File: src/rtl/lsu_pkg.sv
// Shared definitions for the load/store unit: FSM state encoding, RV32I
// funct3 access codes, default memory timeout and the access legality check.
package lsu_pkg;

  typedef enum logic [1:0] {
    IDLE = 2'd0,
    REQ  = 2'd1,
    DONE = 2'd2,
    ERR  = 2'd3
  } lsu_state_e;

  // Load encodings
  localparam logic [2:0] LB  = 3'b000;
  localparam logic [2:0] LH  = 3'b001;
  localparam logic [2:0] LW  = 3'b010;
  localparam logic [2:0] LBU = 3'b100;
  localparam logic [2:0] LHU = 3'b101;

  // Store encodings
  localparam logic [2:0] SB  = 3'b000;
  localparam logic [2:0] SH  = 3'b001;
  localparam logic [2:0] SW  = 3'b010;

  localparam int LSU_TIMEOUT = 16;

  // True when funct3 is a defined access for the direction and the byte
  // offset respects the natural alignment of the access size.
  function automatic logic access_ok(input logic [2:0] f3,
                                     input logic       is_store,
                                     input logic [1:0] off);
    logic ok;
    case (f3)
      LB, LBU: ok = !(is_store && f3[2]);
      LH, LHU: ok = !(is_store && f3[2]) && !off[0];
      LW:      ok = (off == 2'b00);
      default: ok = 1'b0;
    endcase
    return ok;
  endfunction

endpackage

File: src/rtl/lsu_align.sv
// Combinational lane steering for the load/store unit.
//   funct3  : access size/sign of the latched request
//   offset  : byte offset within the word (addr[1:0])
//   store   : 1 for a store, 0 for a load
//   sdata   : store data from the register file
//   ldata   : raw word returned by memory
//   be      : byte enables (all ones for loads)
//   wdata   : store data replicated across the word
//   lresult : selected load lane, sign- or zero-extended
module lsu_align
  import lsu_pkg::*;
#(
  parameter int DATAWIDTH = 32
) (
  input  logic [2:0]           funct3,
  input  logic [1:0]           offset,
  input  logic                 store,
  input  logic [DATAWIDTH-1:0] sdata,
  input  logic [DATAWIDTH-1:0] ldata,
  output logic [3:0]           be,
  output logic [DATAWIDTH-1:0] wdata,
  output logic [DATAWIDTH-1:0] lresult
);

  logic [DATAWIDTH-1:0] lshift;
  logic signed [7:0]    lbyte;
  logic signed [15:0]   lhalf;

  always_comb begin
    be    = 4'b1111;
    wdata = sdata;
    if (store) begin
      case (funct3)
        SB: begin
          be    = 4'b0001 << offset;
          wdata = {(DATAWIDTH/8){sdata[7:0]}};
        end
        SH: begin
          be    = offset[1] ? 4'b1100 : 4'b0011;
          wdata = {(DATAWIDTH/16){sdata[15:0]}};
        end
        default: begin
          be    = 4'b1111;
          wdata = sdata;
        end
      endcase
    end
  end

  // Bring the addressed lane down to bit 0, then extend by access type.
  always_comb begin
    lshift  = ldata >> {offset, 3'b000};
    lbyte   = lshift[7:0];
    lhalf   = lshift[15:0];
    lresult = ldata;
    case (funct3)
      LB:      lresult = {{(DATAWIDTH-8){lbyte[7]}}, lbyte};
      LH:      lresult = {{(DATAWIDTH-16){lhalf[15]}}, lhalf};
      LBU:     lresult = {{(DATAWIDTH-8){1'b0}}, lshift[7:0]};
      LHU:     lresult = {{(DATAWIDTH-16){1'b0}}, lshift[15:0]};
      default: lresult = ldata;
    endcase
  end

endmodule

File: src/rtl/load_store_unit.sv
// Load/store unit between the execute stage and a req/ack data memory.
//   clk, rst                 : clock, synchronous active-high reset
//   start, MemRead, MemWrite : request handshake from execute
//   funct3, ALUout, regOp2   : access type, byte address, store data
//   busy, done, err          : stall, completion pulse, fault pulse
//   rdata                    : extended load result, held until next load
//   mem_req/we/addr/wdata/be : memory request, stable while in REQ
//   mem_ack, mem_rdata       : memory response
module load_store_unit
  import lsu_pkg::*;
#(
  parameter int DATAWIDTH = 32,
  parameter int TIMEOUT   = LSU_TIMEOUT
) (
  input  logic                 clk,
  input  logic                 rst,
  input  logic                 start,
  input  logic                 MemRead,
  input  logic                 MemWrite,
  input  logic [2:0]           funct3,
  input  logic [DATAWIDTH-1:0] ALUout,
  input  logic [DATAWIDTH-1:0] regOp2,
  output logic                 busy,
  output logic                 done,
  output logic                 err,
  output logic [DATAWIDTH-1:0] rdata,
  output logic                 mem_req,
  output logic                 mem_we,
  output logic [DATAWIDTH-1:0] mem_addr,
  output logic [DATAWIDTH-1:0] mem_wdata,
  output logic [3:0]           mem_be,
  input  logic                 mem_ack,
  input  logic [DATAWIDTH-1:0] mem_rdata
);

  localparam int CNT_W = $clog2(TIMEOUT + 1);

  lsu_state_e           state, state_n;
  logic [CNT_W-1:0]     tmo_cnt;
  logic                 accept;

  logic [DATAWIDTH-1:0] addr_p0;
  logic [DATAWIDTH-1:0] sdata_p0;
  logic [2:0]           f3_p0;
  logic                 we_p0;

  logic [3:0]           be;
  logic [DATAWIDTH-1:0] wdata;
  logic [DATAWIDTH-1:0] lresult;

  // Next-state logic. A store wins when both MemRead and MemWrite are set.
  always_comb begin
    state_n = state;
    accept  = 1'b0;
    case (state)
      IDLE: begin
        if (start && (MemRead || MemWrite)) begin
          if (access_ok(funct3, MemWrite, ALUout[1:0])) begin
            accept  = 1'b1;
            state_n = REQ;
          end else begin
            state_n = ERR;
          end
        end
      end
      REQ: begin
        if (mem_ack)
          state_n = DONE;
        else if (tmo_cnt == CNT_W'(TIMEOUT - 1))
          state_n = ERR;
      end
      DONE:    state_n = IDLE;
      ERR:     state_n = IDLE;
      default: state_n = IDLE;
    endcase
  end

  always_ff @(posedge clk) begin
    if (rst) begin
      state   <= IDLE;
      tmo_cnt <= '0;
      rdata   <= '0;
    end else begin
      state <= state_n;
      if (state == REQ)
        tmo_cnt <= tmo_cnt + CNT_W'(1);
      else
        tmo_cnt <= '0;
      if (state == REQ && mem_ack && !we_p0)
        rdata <= lresult;
    end
  end

  // Stage p0: request captured on acceptance, held for the whole REQ phase.
  always_ff @(posedge clk) begin
    if (accept) begin
      addr_p0  <= ALUout;
      sdata_p0 <= regOp2;
      f3_p0    <= funct3;
      we_p0    <= MemWrite;
    end
  end

  lsu_align #(
    .DATAWIDTH(DATAWIDTH)
  ) u_align (
    .funct3 (f3_p0),
    .offset (addr_p0[1:0]),
    .store  (we_p0),
    .sdata  (sdata_p0),
    .ldata  (mem_rdata),
    .be     (be),
    .wdata  (wdata),
    .lresult(lresult)
  );

  // Memory-side outputs are forced to zero outside REQ so nothing stale
  // leaks out after reset or between transactions.
  assign busy      = (state != IDLE);
  assign done      = (state == DONE);
  assign err       = (state == ERR);
  assign mem_req   = (state == REQ);
  assign mem_we    = mem_req & we_p0;
  assign mem_addr  = mem_req ? {addr_p0[DATAWIDTH-1:2], 2'b00} : '0;
  assign mem_be    = mem_req ? be : 4'b0000;
  assign mem_wdata = (mem_req && we_p0) ? wdata : '0;

endmodule

File: config.mk
export PLATFORM = sky130hd
export DESIGN_NAME = load_store_unit
export DESIGN_NICKNAME = d
export VERILOG_FILES = /design/src/rtl/lsu_pkg.sv /design/src/rtl/lsu_align.sv /design/src/rtl/load_store_unit.sv
export SDC_FILE = /design/constraint.sdc
export NUM_CORES = 1
export LEC_CHECK = 0
export BUFFER_PORTS_ARGS = -buffer_cell sky130_fd_sc_hd__buf_2
export CAP_MARGIN = 5
export CORE_ASPECT_RATIO = 0.8
export CORE_MARGIN = 10
export CORE_UTILIZATION = 45
export CTS_BUF_LIST = sky130_fd_sc_hd__clkbuf_4 sky130_fd_sc_hd__clkbuf_8 sky130_fd_sc_hd__clkbuf_16
export CTS_CLUSTER_DIAMETER = 100
export DETAILED_ROUTE_END_ITERATION = 10
export GPL_ROUTABILITY_DRIVEN = 0
export PLACE_DENSITY = 0.75
export SKIP_CTS_REPAIR_TIMING = 1
export SYNTH_ARGS = -nofsm -noshare
export SYNTH_HDL_FRONTEND = slang
export SYNTH_HIERARCHICAL = 1
export SYNTH_SLANG_ARGS = --single-unit
File: constraint.sdc
create_clock -name clk -period 13.4 [get_ports clk]
set_input_delay 1.34 -clock clk [delete_from_list [all_inputs] [get_ports clk]]
set_output_delay 1.34 -clock clk [all_outputs]
set_load 0.05 [all_outputs]
==> metrics <==
Die ar.=0.0168 mm2; vias after detailed routing=4262; Hold Slack=460 ps; Multi-input gate area=0.00226 mm2; max_slew headroom=0.324; clk_lat worst skew=350 ps; Synth top area share=0.379; R2R Path End=rdata[30]$_SDFFE_PP0P_; DIE HEIGHT=118 um; final setup fails=0; status=finished, final reports clean; routed vias/inst=5.09; Final Cycle Share=0.324; Fin. Hold Viols=0; Critical Path End=mem_wdata[20]; crit path launch type=register; Synth Cell Area=0.00538 mm2; GRT Overall Usage=0.174; post-synthesis sequential area ratio=0.524; Antenna Nets Post-Route=0; clock buffer depth=2; critical path peak fanout=37; clk sink count=107; EDFF count, synth=68; global-route wire length before repair=23500 um; Hold Path Class=reg2reg; Slew Limit Fails=0; post-synth top area cell=edfxtp_1; most frequent cells in the layout=buf_2, nand2_1, edfxtp_1, dfxtp_1, and2_1; top post-synthesis cells by area=edfxtp_1, dfxtp_1, nand2_1, mux2_2, a21oi_2; Reg clk slew, reported paths=80 ps; Register Area=0.00282 mm2; Initial Util=0.464; Synth cell types=49; htree depth=3; Non-Filler Instances=837; crit path from=we_p0$_DFFE_PP_; reg-to-reg setup timing slack=10710 ps; initial antenna violation count=1; CP required=12060 ps; via count of the first global-routing pass=4311; Worst R2R Path Depth=5; yosys warns=6; leakage=3.02 nW; Worst Max-Slew Pin Slew=1010 ps; WS Path Type=reg2out; DP Wirelength=11600 um; Final #Nets=790; setup TNS=0 ps; DIE WIDTH=142 um; largest net degree at the start of global routing=69; Post-Place Cell Area=0.00635 mm2; layout cells sized above 1=0.468; worst hold start=rdata[25]$_SDFFE_PP0P_; RR Startpoint=addr_p0[0]$_DFFE_PP_; pwr/cell area=112 mW/mm2; DRT Pass-1 Iters=4; Inserted Clock Buffers=9; commonest non-fill, non-tap cell in the layout=buf_2; Max Cap Violations=0; Post-Layout Inst Area=0.00667 mm2; VDD IR max=84.3 uV; CTS tree=yes; asr flop ratio synth=0; Core ar.=0.0116 mm2; Cells after Synth=508; WL final=15000 um; synthesized area per cell=10.6 um2; IO Pins=210; Filler cells=982; endpoint class of the critical path=primary output; Layout Utilization=0.575; Initial DRC Count=334; RSZ-0062 raised after global routing=no; clk_skew=8.33 ps; placed cell count=820; Rows=35; FMAX=230 MHz; Critical Path AT=3000 ps; Post-synth top flop=edfxtp_1; DR DRC count=0; remaining global-route overflow=0; Routed wire per std cell=18.0 um; area grow syn2layout=23.9%; root buf cell=clkbuf_16; count of input and output buffers=207; clock period minus worst slack=4340 ps; FF+latch count, synth=107
[cell families after synthesis]
kind of cell             Yosys count  share of synthesized area
AO/OA/AOI/OAI                     81                      0.108
AND/OR/NAND/NOR                  220                      0.212
adder cells (fa/ha/maj)            2                    0.00465
XOR/XNOR                           2                    0.00325
other                              1                   0.000697
buffers and inverters             52                     0.0593
flip-flops                       107                      0.524
multiplexers                      43                     0.0881
[per-stage QoR]
stage,setup WS (ps),total power (W)
after CTS,9050,0.000757
after global placement,9450,0.000485
after global routing,8870,0.000778
final,9060,0.000747
after detailed placement,9440,0.000487
after floorplan,6430,0.000454
[synthesized netlist by cell type (3+ instances only)]
master / number
nand2_1: 81
edfxtp_1: 68
dfxtp_1: 39
and2_1: 36
and3_1: 34
a21oi_2: 30
nand2_2: 30
mux2_2: 25
nor2_1: 18
mux2i_1: 17
a21oi_1: 16
clkbuf_1: 16
o21ai_0: 15
buf_2: 12
buf_4: 12
a221oi_1: 7
nor3_1: 6
o31ai_1: 6
buf_1: 3
buf_12: 3
nor2b_1: 3
[critical path, cell delays in order (launching register included)]
cell	delay [ps]
edfxtp_1	970
and2_1	890
mux2_2	410
and3_1	170
buf_2	210
[sequential cells by signal, indices dropped and copies added, names as in the netlist]
name and flops:
sdata_p0 32, rdata 32, addr_p0 32, we_p0 1, f3_p0 3, tmo_cnt 5
state 2
[cell type report]
class / count / share of cell area
clock inverters: 7 / 0.0133
multi-input cells: 350 / 0.340
well taps: 148 / 0.0278
repair buffers: 211 / 0.160
flip-flops and latches: 107 / 0.423
diodes: 1 / 0.000375
inverters: 4 / 0.00225
clock buffers: 9 / 0.0338
[how the worst min path moves through the flow]
stage	cells past startpoint	end	slack [ps]
global placement	1	tmo_cnt[0]$_SDFF_PP0_	440
global route	2	rdata[26]$_SDFFE_PP0P_	480
detailed placement	2	rdata[25]$_SDFFE_PP0P_	450
finish	2	rdata[25]$_SDFFE_PP0P_	460
CTS	2	rdata[25]$_SDFFE_PP0P_	460
floorplan	1	tmo_cnt[0]$_SDFF_PP0_	430
[layer usage]
| metal | track usage | vias up | part of all wire |
|---|---|---|---|
| li1 | - | 2112 | - |
| met1 | 0.206 | 1990 | 0.41 |
| met2 | 0.291 | 141 | 0.50 |
| met3 | 0.0585 | 19 | 0.074 |
| met4 | 0.0485 | 0 | 0.013 |
| met5 | 0 | - | 0 |
[power breakdown]
part	leakage, nW	switching (W)	internal, W
Clock	0.152	0.000134	0.000135
Sequential	0.936	0.00000671	0.000361
Combinational	1.93	0.0000764	0.0000353
Total	3.02	0.000217	0.000531
(Power assumes the default switching activity.)
